### src/rtl/sram_stream_pkg.sv
// Shared types and constants for the SRAM stream reader and its read-data FIFO.
package sram_stream_pkg;

    localparam int FIFO_DEPTH = 4;
    localparam int FIFO_PTR_W = $clog2(FIFO_DEPTH);
    localparam int FIFO_CNT_W = FIFO_PTR_W + 1;

    typedef enum logic [1:0] {
        IDLE  = 2'd0,
        RUN   = 2'd1,
        DRAIN = 2'd2
    } state_t;

endpackage

### src/rtl/sram_stream_reader_if.sv
// Burst-request, SRAM read-port and stream-output signals of the reader.
// Stream handshake: a word moves on every clock edge where o_valid and i_ready
// are both high; while o_valid is high and i_ready low, o_data holds its value.
interface sram_stream_reader_if #(
    parameter int ADDR_WIDTH = 8,
    parameter int DATA_WIDTH = 8
);
    logic                  i_start;
    logic [ADDR_WIDTH-1:0] i_baseAddr;
    logic [ADDR_WIDTH:0]   i_length;
    logic [ADDR_WIDTH-1:0] o_readAddr;
    logic [DATA_WIDTH-1:0] i_readData;
    logic [DATA_WIDTH-1:0] o_data;
    logic                  o_valid;
    logic                  i_ready;
    logic                  o_busy;
    logic                  o_done;

    modport master (
        input  i_start, i_baseAddr, i_length, i_readData, i_ready,
        output o_readAddr, o_data, o_valid, o_busy, o_done
    );

    modport slave (
        output i_start, i_baseAddr, i_length, i_readData, i_ready,
        input  o_readAddr, o_data, o_valid, o_busy, o_done
    );
endinterface

### src/rtl/sram_read_fifo.sv
// Four-entry synchronous FIFO buffering SRAM read data ahead of the stream sink.
module sram_read_fifo
    import sram_stream_pkg::*;
#(
    parameter int DATA_WIDTH = 8
) (
    input  logic                  clk,
    input  logic                  rst_n,
    input  logic                  push,
    input  logic [DATA_WIDTH-1:0] wdata,
    input  logic                  pop,
    output logic [DATA_WIDTH-1:0] rdata,
    output logic                  full,
    output logic                  empty
);
    logic [DATA_WIDTH-1:0] mem [FIFO_DEPTH];
    logic [FIFO_PTR_W-1:0] wr_ptr;
    logic [FIFO_PTR_W-1:0] rd_ptr;
    logic [FIFO_CNT_W-1:0] count;
    logic                  do_push;
    logic                  do_pop;

    assign do_push = push && !full;
    assign do_pop  = pop && !empty;
    assign full    = (count == FIFO_CNT_W'(FIFO_DEPTH));
    assign empty   = (count == '0);
    assign rdata   = mem[rd_ptr];

    always_ff @(posedge clk) begin
        if (do_push) begin
            mem[wr_ptr] <= wdata;
        end
    end

    always_ff @(posedge clk) begin
        if (!rst_n) begin
            wr_ptr <= '0;
            rd_ptr <= '0;
            count  <= '0;
        end else begin
            if (do_push) begin
                wr_ptr <= wr_ptr + FIFO_PTR_W'(1);
            end
            if (do_pop) begin
                rd_ptr <= rd_ptr + FIFO_PTR_W'(1);
            end
            case ({do_push, do_pop})
                2'b10:   count <= count + FIFO_CNT_W'(1);
                2'b01:   count <= count - FIFO_CNT_W'(1);
                default: count <= count;
            endcase
        end
    end
endmodule

### src/rtl/sram_stream_reader.sv
// Reads a burst of consecutive SRAM words and streams them out over valid/ready,
// keeping at most FIFO_DEPTH words outstanding so backpressure never drops data.
module sram_stream_reader
    import sram_stream_pkg::*;
#(
    parameter int ADDR_WIDTH = 8,
    parameter int DATA_WIDTH = 8,
    parameter int DEPTH      = 256
) (
    input  logic                  i_clk,
    input  logic                  i_resetN,
    sram_stream_reader_if.master  bus,
    output state_t                dbg_state,
    output logic [FIFO_CNT_W-1:0] dbg_outstanding
);
    localparam logic [ADDR_WIDTH-1:0] ADDR_MAX = ADDR_WIDTH'(DEPTH - 1);
    localparam logic [FIFO_CNT_W-1:0] OUT_MAX  = FIFO_CNT_W'(FIFO_DEPTH);
    localparam logic [ADDR_WIDTH:0]   LEN_ONE  = (ADDR_WIDTH + 1)'(1);

    state_t                state;
    state_t                state_next;
    logic                  issue;
    logic                  done_next;
    logic                  done_q;
    logic                  xfer;
    logic [ADDR_WIDTH-1:0] read_addr;
    logic [ADDR_WIDTH-1:0] addr_next;
    logic [ADDR_WIDTH:0]   len_q;
    logic [ADDR_WIDTH:0]   issued_cnt;
    logic [1:0]            issue_sr;
    logic [FIFO_CNT_W-1:0] outstanding;
    logic                  fifo_full;
    logic                  fifo_empty;
    logic [DATA_WIDTH-1:0] fifo_rdata;

    assign xfer      = !fifo_empty && bus.i_ready;
    assign addr_next = (read_addr == ADDR_MAX) ? '0 : read_addr + ADDR_WIDTH'(1);

    always_ff @(posedge i_clk) begin
        if (!i_resetN) begin
            state <= IDLE;
        end else begin
            state <= state_next;
        end
    end

    // Issue gating uses only registered counts, so i_ready never reaches o_readAddr.
    always_comb begin
        state_next = state;
        issue      = 1'b0;
        done_next  = 1'b0;
        case (state)
            IDLE: begin
                if (bus.i_start) begin
                    if (bus.i_length != '0) begin
                        issue      = 1'b1;
                        state_next = RUN;
                    end else begin
                        done_next = 1'b1;
                    end
                end
            end
            RUN: begin
                if (issued_cnt != len_q && outstanding < OUT_MAX && !fifo_full) begin
                    issue = 1'b1;
                end
                if (issued_cnt == len_q || (issue && issued_cnt + LEN_ONE == len_q)) begin
                    state_next = DRAIN;
                end
            end
            DRAIN: begin
                if (xfer && outstanding == FIFO_CNT_W'(1)) begin
                    state_next = IDLE;
                    done_next  = 1'b1;
                end
            end
            default: state_next = IDLE;
        endcase
    end

    always_ff @(posedge i_clk) begin
        if (!i_resetN) begin
            read_addr   <= '0;
            len_q       <= '0;
            issued_cnt  <= '0;
            issue_sr    <= '0;
            outstanding <= '0;
            done_q      <= 1'b0;
        end else begin
            done_q   <= done_next;
            issue_sr <= {issue_sr[0], issue};
            if (issue) begin
                if (state == IDLE) begin
                    read_addr  <= bus.i_baseAddr;
                    len_q      <= bus.i_length;
                    issued_cnt <= LEN_ONE;
                end else begin
                    read_addr  <= addr_next;
                    issued_cnt <= issued_cnt + LEN_ONE;
                end
            end
            case ({issue, xfer})
                2'b10:   outstanding <= outstanding + FIFO_CNT_W'(1);
                2'b01:   outstanding <= outstanding - FIFO_CNT_W'(1);
                default: outstanding <= outstanding;
            endcase
        end
    end

    // issue_sr[1] marks the cycle in which the SRAM is presenting that word.
    sram_read_fifo #(
        .DATA_WIDTH(DATA_WIDTH)
    ) u_fifo (
        .clk   (i_clk),
        .rst_n (i_resetN),
        .push  (issue_sr[1]),
        .wdata (bus.i_readData),
        .pop   (xfer),
        .rdata (fifo_rdata),
        .full  (fifo_full),
        .empty (fifo_empty)
    );

    assign bus.o_readAddr  = read_addr;
    assign bus.o_data      = fifo_rdata;
    assign bus.o_valid     = !fifo_empty;
    assign bus.o_busy      = (state != IDLE);
    assign bus.o_done      = done_q;
    assign dbg_state       = state;
    assign dbg_outstanding = outstanding;
endmodule

### src/flat_wrapper.sv
// flat-port wrapper written by rule: the top's interface ports become plain ports
module sram_stream_reader_flat import sram_stream_pkg::*;
#(
    parameter int ADDR_WIDTH = 8,
    parameter int DATA_WIDTH = 8,
    parameter int DEPTH      = 256
)
  (i_clk, i_resetN, dbg_state, dbg_outstanding, bus_i_start, bus_i_baseAddr, bus_i_length, bus_i_readData, bus_i_ready, bus_o_readAddr, bus_o_data, bus_o_valid, bus_o_busy, bus_o_done);
  sram_stream_reader_if #(.ADDR_WIDTH(ADDR_WIDTH), .DATA_WIDTH(DATA_WIDTH)) bus_i ();
  input  logic i_clk;
  input  logic i_resetN;
  output state_t dbg_state;
  output logic [FIFO_CNT_W-1:0] dbg_outstanding;
  input wire logic [$bits(bus_i.i_start)-1:0] bus_i_start;
  input wire logic [$bits(bus_i.i_baseAddr)-1:0] bus_i_baseAddr;
  input wire logic [$bits(bus_i.i_length)-1:0] bus_i_length;
  input wire logic [$bits(bus_i.i_readData)-1:0] bus_i_readData;
  input wire logic [$bits(bus_i.i_ready)-1:0] bus_i_ready;
  output wire logic [$bits(bus_i.o_readAddr)-1:0] bus_o_readAddr;
  output wire logic [$bits(bus_i.o_data)-1:0] bus_o_data;
  output wire logic [$bits(bus_i.o_valid)-1:0] bus_o_valid;
  output wire logic [$bits(bus_i.o_busy)-1:0] bus_o_busy;
  output wire logic [$bits(bus_i.o_done)-1:0] bus_o_done;
  assign bus_i.i_start = bus_i_start;
  assign bus_i.i_baseAddr = bus_i_baseAddr;
  assign bus_i.i_length = bus_i_length;
  assign bus_i.i_readData = bus_i_readData;
  assign bus_i.i_ready = bus_i_ready;
  assign bus_o_readAddr = bus_i.o_readAddr;
  assign bus_o_data = bus_i.o_data;
  assign bus_o_valid = bus_i.o_valid;
  assign bus_o_busy = bus_i.o_busy;
  assign bus_o_done = bus_i.o_done;
  sram_stream_reader #(.ADDR_WIDTH(ADDR_WIDTH), .DATA_WIDTH(DATA_WIDTH), .DEPTH(DEPTH)) u_core (.i_clk(i_clk), .i_resetN(i_resetN), .bus(bus_i), .dbg_state(dbg_state), .dbg_outstanding(dbg_outstanding));
endmodule
### config.mk
export PLATFORM = sky130hd
export DESIGN_NAME = sram_stream_reader_flat
export DESIGN_NICKNAME = d
export VERILOG_FILES = /design/src/rtl/sram_stream_pkg.sv /design/src/rtl/sram_stream_reader_if.sv /design/src/rtl/sram_read_fifo.sv /design/src/rtl/sram_stream_reader.sv /design/src/flat_wrapper.sv
export SDC_FILE = /design/constraint.sdc
export NUM_CORES = 1
export LEC_CHECK = 0
export ABC_AREA = 1
export CORE_UTILIZATION = 51
export CTS_BUF_LIST = sky130_fd_sc_hd__clkbuf_2
export DETAILED_ROUTE_END_ITERATION = 6
export PLACE_DENSITY = 0.78
export SYNTH_ARGS = -nofsm -noshare
export SYNTH_HDL_FRONTEND = slang
export SYNTH_SLANG_ARGS = --single-unit
### constraint.sdc
create_clock -name i_clk -period 2.4 [get_ports i_clk]
set_input_delay 0.72 -clock i_clk [delete_from_list [all_inputs] [get_ports i_clk]]
set_output_delay 0.72 -clock i_clk [all_outputs]
set_load 0.03 [all_outputs]
==> metrics.md, run 1 <==
| Metric | Value |
|---|---|
| Status | finished clean |
| H-tree depth | 3 |
| TritonCTS clock tree | built |
| Clock buffer count from CTS | 9 |
| HPWL after detailed placement | 6330 µm |
| CP Data Arrival Time | 1.63 ns |
| Cts hold-fix bufs | 0 |
| Diode count | 0 |
| Register area share after synthesis | 0.484 |
| Top cells by area, synth | edfxtp_1 (26%), dfxtp_1 (23%), nand2_1 (8.9%), nor2_1 (7.4%), o21ai_0 (5.5%) |
| Final-report max-slew violation count | 0 |
| Seq pwr share | 0.359 |
| Post-Syn Area | 3760 µm² |
| Worst min path class | register to register |
| CTS clock-pin slew for the worst setup and hold paths | 0.20 ns |
| Final hold violations | 0 |
| Clk_lat worst skew | 0.50 ns |
| Number of DRC markers in iteration 0 | 111 |
| WP data required | 1.68 ns |
| Setup bufs post-CTS | 0 |
| Post-route ant nets | 0 |
| Switching power total | about 2100 µW |
| Power Internal | 2850 µW |
| Largest net degree at the start of global routing | 24 |
| GR Util met1 | 0.258 |
| PD cells | 1060 nW/µm² |
| CP endpoint kind | primary output |
| DR pass1 iterations | 5 |
| Die width | roughly 88 µm |
| Switching part of the total power | 0.424 |
| Clk sink count | 75 |
| Cells after Synth | 463 |
| Slowest stage delay, CP | around 0.70 ns |
| Crit path max-delay cell type | clkdlybuf4s50_1 |
| Area Overhead vs Synth | 23.7% |
| Syn nets | 504 |
| GR peak layer | met2 |
| Buffer depth of the longest clock path | 2 |
| Part of the power in the clock network | 0.184 |
| Die Height | 87.9 µm |
| DR vias | about 3.3k |
| Synth Register Bits | 75 |
| Gr usage total | 0.238 |
| Worst vdd ir | 0.000651 V |
| Nets@finish | 580 |
| # DRC | 0 |
| Yosys top cell area share | 0.255 |
| Routed len/inst | ~14 µm |
| CP bufs+invs | 1 |
| Final WS setup | between 0.04 and 0.05 ns |
| Core area | 6940 µm² |
| Design Power | between 4000 and 5000 µW |
| Max Cap Viol | 0 |
| Achievable Freq | 0.425 GHz |
| Final Cycle Share | 0.980 |
| Synth area leader | edfxtp_1 |
| CP Class | register to primary output |
| First-pass GRT wire length | 14100 µm |
| Number of global-route vias before repair | 3231 |
| # IOs | 53 |
| Total wire length | ~8700 µm |
| Share of layout cells above drive strength 1 | 0.134 |
| Startpoint class of the critical path | register |
| Initial Util | 0.542 |
| Worst Tran Pin Value | 0.729 ns |
| Crit-path cells | clkdlybuf4s50_1 |
| GRT overflow | 0 |
| Setup violations, final | 0 |
| Worst Clk Skew | a little under 0.02 ns |
| Met2 Usage GRT | 0.443 |
| Relative slew slack | 0.512 |
| Dpl ws | -0.250 ns |
| Initial antenna violation count | 0 |
| GPL Wtd Cong | 0.887 |
| Util after Layout | 0.670 |
| Port bufs | 52 |
| Leak | 0.00203 µW |
| Family with the most delay on the worst path | buffers and inverters |
| Root buffer cell | clkbuf_2 |
| Hold Worst Slack | 0.427 ns |
| Comb power frac | 0.457 |
| Synth cell types | 34 |
| Met3 Use GR | 0.0358 |
| Row Count | 30 |
| TNS Setup | 0 ns |
| Count of yosys warnings during synthesis | 0 |
| Largest fanout on the critical path | 4 |
| Minimum clock period | 2.35 ns |
| Avg Vias per Cell | roughly 5.2 |
| Avg Inst Size Synth | 8.13 µm² |
| Full die area | ~7700 µm² |
| RSZ-0062 raised after global routing | false |
-- synthesized netlist by cell type --
library cell	count
fa_1	1
nand3b_4	1
clkbuf_4	1
buf_4	2
nand3b_1	1
nand2_2	4
nand3_1	34
inv_1	44
clkbuf_1	6
dfxtp_1	43
o21ai_0	41
ha_1	11
inv_2	3
a21oi_1	25
buf_2	3
and3_1	1
nor2_4	4
and2_1	2
edfxtp_1	32
nand2_4	1
o22ai_1	9
or2_2	1
buf_6	2
nand2_1	89
o21bai_1	2
xnor2_1	5
nand4_1	3
o21ai_1	3
nand2b_1	1
inv_4	3
nor2_8	1
nor2_1	74
nor3_1	1
xor2_1	9
-- kinds of logic (layout without fill, tap and decap cells) --
kind of cell,after synthesis,count (layout),share of synthesized area
adder cells (fa/ha/maj),12,12,0.0419
buffers and inverters,64,145,0.0738
XOR/XNOR,14,14,0.0326
AO/OA/AOI/OAI,80,80,0.111
flip-flops,75,75,0.484
AND/OR/NAND/NOR,218,218,0.257
-- cell type report --
cell class | instances | area (µm²)
Clock buffer | 10 | 50.0
Clock inverter | 6 | 113
Fill cell | 563 | 2290
Inverter | 50 | 195
Multi-Input combinational cell | 324 | 1660
Sequential cell | 75 | 1830
Tap cell | 96 | 120
Timing Repair Buffer | 79 | 688
-- metrics by stage --
stage | area (µm²) | instances
after floorplan | 3760 | 463
after global placement | 4520 | 624
after detailed placement | 4520 | 624
after CTS | 4680 | 640
after global routing | 4650 | 640
final | 4650 | 640
-- power by group through the flow --
stage / clock network (µW) / registers [µW] / logic, µW
floorplan: 0 / 1900 / 1430
global placement: 0 / 1780 / 2270
detailed placement: 0 / 1800 / 2340
CTS: 915 / 1770 / 2300
global route: 972 / 1800 / 2500
finish: 908 / 1780 / 2260
-- flip-flops by register name (all words and copies together), names as in the netlist, named ones only --
name / flops
u_core.dbg_outstanding: 3
u_core.u_fifo.rd_ptr: 2
u_core.bus.o_done: 1
u_core.u_fifo.count: 3
u_core.issue_sr: 2
u_core.len_q: 9
u_core.dbg_state: 2
u_core.issued_cnt: 9
u_core.u_fifo.mem: 32
u_core.bus.o_readAddr: 8
u_core.u_fifo.wr_ptr: 2
-- metal layers --
metal | routed length [µm] | vias to the layer above
li1 | - | 1666
met2 | 4550 | 87
met3 | 364 | 19
met4 | 206 | 0
met1 | 3590 | 1527
met5 | 0 | -
-- placed cells by master (no fill, tap or decap), types with 3 or more instances in the layout --
master	instances
dlygate4sd2_1	6
o22ai_1	9
bufinv_16	3
o21ai_1	8
a21oi_1	25
inv_4	3
nor2_4	4
clkbuf_2	10
buf_2	8
nand4_1	3
nor2_1	74
inv_2	4
xnor2_1	5
nand3_1	34
buf_4	27
clkdlybuf4s50_1	33
nand2_1	89
inv_1	43
edfxtp_1	32
dfxtp_1	40
dlymetal6s2s_1	5
o21ai_0	36
dfxtp_2	3
nand2_2	4
ha_1	11
xor2_1	9
-- path summary, 6_finish.rpt --
path,start,endpoint,slack (ns),depth (start not counted)
max reg2reg,u_core.issued_cnt[3],u_core.dbg_outstanding[2],0.20,14
min,u_core.issue_sr[0],u_core.issue_sr[1],0.43,2
max,u_core.bus.o_readAddr[1],bus_o_readAddr[1],0.05,1
min reg2reg,u_core.issue_sr[0],u_core.issue_sr[1],0.43,2
-- timing repair --
action,CTS,global route
cloned,0,0
endpoints found under the setup margin,15,12
resized for setup,39,21
No activity file was read; power rests on OpenSTA's default activity.
==> inputs of run 2 (changes only) <==
--- a/config.mk
+++ b/config.mk
@@ -6,6 +6,7 @@
 export NUM_CORES = 1
 export LEC_CHECK = 0
 export ABC_AREA = 1
+export CORE_MARGIN = 2
 export CORE_UTILIZATION = 51
 export CTS_BUF_LIST = sky130_fd_sc_hd__clkbuf_2
 export DETAILED_ROUTE_END_ITERATION = 6
==> run 2 against run 1 <==
Non-clock buffer count is 2 lower. Maximum frequency increased by 2.8%. Clock skew fell by 0.0029 ns. Hold slack worse by 0.0010 ns. Design area down 0.83%. Via count down 3.1%.
==> metrics.md, run 2 (synthesis gave the netlist of run 1 again) <==
| Metric | Value |
|---|---|
| Initial Util | 0.522 |
| Crit-path cells | clkdlybuf4s50_1 |
| Port bufs | 52 |
| Status | finished clean |
| DP Cell Count | 625 |
| TritonCTS clock tree | built |
| Setup bufs post-CTS | 0 |
| Family with the most delay on the worst path | buffers and inverters |
| Largest fanout on the critical path | 3 |
| HPWL after detailed placement | around 6100 µm |
| Switching power total | approximately 2100 µW |
| Minimum clock period | 2.29 ns |
| H-tree depth | 3 |
| Die Height | 89.9 µm |
| Nets@finish | approximately 580 |
| PD cells | 1020 nW/µm² |
| Clk_lat worst skew | 0.50 ns |
| CP Class | register to primary output |
| Slowest stage delay, CP | 0.68 ns |
| Buffer depth of the longest clock path | 2 |
| CP endpoint kind | primary output |
| CP bufs+invs | 1 |
| RSZ-0062 raised after global routing | false |
| Number of global-route vias before repair | 3149 |
| Part of the power in the clock network | 0.144 |
| Area Overhead vs Synth | 22.7% |
| Achievable Freq | 0.437 GHz |
| Startpoint class of the critical path | register |
| TNS Setup | 0 ns |
| Most common cell after layout, fill and taps aside | nand2_1 |
| Comb power frac | 0.483 |
| Routed len/inst | between 10 and 15 µm |
| Non-Filler Instances | around 640 |
| Gr usage total | 0.215 |
| Total wire length | around 8500 µm |
| Worst vdd ir | 0.000604 V |
| Share of layout cells above drive strength 1 | 0.129 |
| Row Count | 31 |
| Biggest regs | u_core.u_fifo.mem x32, u_core.issued_cnt x9, u_core.len_q x9 |
| Avg Vias per Cell | approximately 5 |
| Most frequent cells in the layout | nand2_1 (89), nor2_1 (74), inv_1 (43) |
| Dpl ws | -0.291 ns |
| Max reg flops | 32 |
| Leak | a little over 0.002 µW |
| Largest register by flop count | u_core.u_fifo.mem |
| WP data required | 1.68 ns |
| Die width | 89.9 µm |
| Max Cap Viol | 0 |
| GRT overflow | 0 |
| Worst min path class | register to register |
| # IOs | 53 |
| Power Internal | ~2600 µW |
| Final-report max-slew violation count | 0 |
| Switching part of the total power | 0.440 |
| Diode count | 0 |
| Final WS setup | 0.111 ns |
| Worst Clk Skew | 0.0166 ns |
| Root buffer cell | clkbuf_2 |
| RR Startpoint | u_core.issued_cnt[4] |
| Clock buffer count from CTS | 9 |
| DR pass1 iterations | 6 |
| First-pass GRT wire length | 14200 µm |
| CP Launch Point | u_core.dbg_outstanding[1] |
| Util after Layout | 0.640 |
| Worst Tran Pin Value | 0.747 ns |
| Min-delay src | u_core.issue_sr[0] |
| Relative slew slack | 0.500 |
| Full die area | a little over 8000 µm² |
| # DRC | 0 |
| Clk sink count | 75 |
| GPL Wtd Cong | 0.876 |
| Largest net degree at the start of global routing | 28 |
| CTS clock-pin slew for the worst setup and hold paths | 0.20 ns |
| Post-route ant nets | 0 |
| Crit path max-delay cell type | clkdlybuf4s50_1 |
| Final Cycle Share | 0.954 |
| Core area | 7210 µm² |
| CP Data Arrival Time | 1.57 ns |
| Setup violations, final | 0 |
| DR vias | 3198 |
| Initial antenna violation count | 0 |
| Cts hold-fix bufs | 0 |
| Seq pwr share | 0.373 |
| Final hold violations | 0 |
| Number of DRC markers in iteration 0 | about 110 |
-- run 2: changes by cell type in the layout (fill, tap and decap cells not counted), moves of 2 or more --
cell	previous run	this run
clkinvlp_4	0	2
dlymetal6s2s_1	5	8
clkdlybuf4s50_1	33	31
bufinv_16	3	1
o21ai_0	36	39
buf_4	27	24
dlygate4sd2_1	6	4
o21ai_1	8	5
-- run 2: final timing paths --
path                                                  end  slack, ns  depth (start not counted)
worst min-delay path                   u_core.issue_sr[1]       0.43                          2
worst max register to register  u_core.dbg_outstanding[1]       0.19                         14
worst min register to register         u_core.issue_sr[1]       0.43                          2
worst max-delay path                   dbg_outstanding[1]       0.11                          1
-- run 2: power groups by stage --
stage | Sequential, µW | Clock (µW) | Combinational, µW
2_1_floorplan | 1900 | 0 | 1430
3_3_place_gp | 1780 | 0 | 2290
3_5_place_dp | 1780 | 0 | 2360
4_1_cts | 1760 | 693 | 2310
5_1_grt | 1790 | 762 | 2520
6_report | 1760 | 682 | 2280
-- run 2: through the flow --
step | total power, µW | hold WS, ns | instance area (µm²)
floorplan | 3330 | 0.390 | 3760
global placement | 4060 | 0.404 | 4520
detailed placement | 4150 | 0.403 | 4520
CTS | 4760 | 0.415 | 4620
global route | 5070 | 0.449 | 4620
finish | 4730 | 0.426 | 4620
-- run 2: cell type report --
type,instances,area [µm²]
fill,630,2600
sequential,75,1820
multi-input combinational,324,1660
timing repair buffer,77,697
inverter,50,195
tap,99,124
clock inverter,7,67.6
clock buffer,9,45.0
-- run 2: layer usage --
metal / vias to the layer above / part of all wire / global-route usage
li1: 1660 / - / -
met1: 1457 / 0.45 / 0.265
met2: 66 / 0.50 / 0.378
met3: 15 / 0.035 / 0.0411
met4: 0 / 0.017 / 0.0731
met5: - / 0 / 0
-- run 2: timing repair --
action,in CTS,in global routing
gates resized for setup,39,24
endpoints found under the setup margin,13,18
cloned,0,0
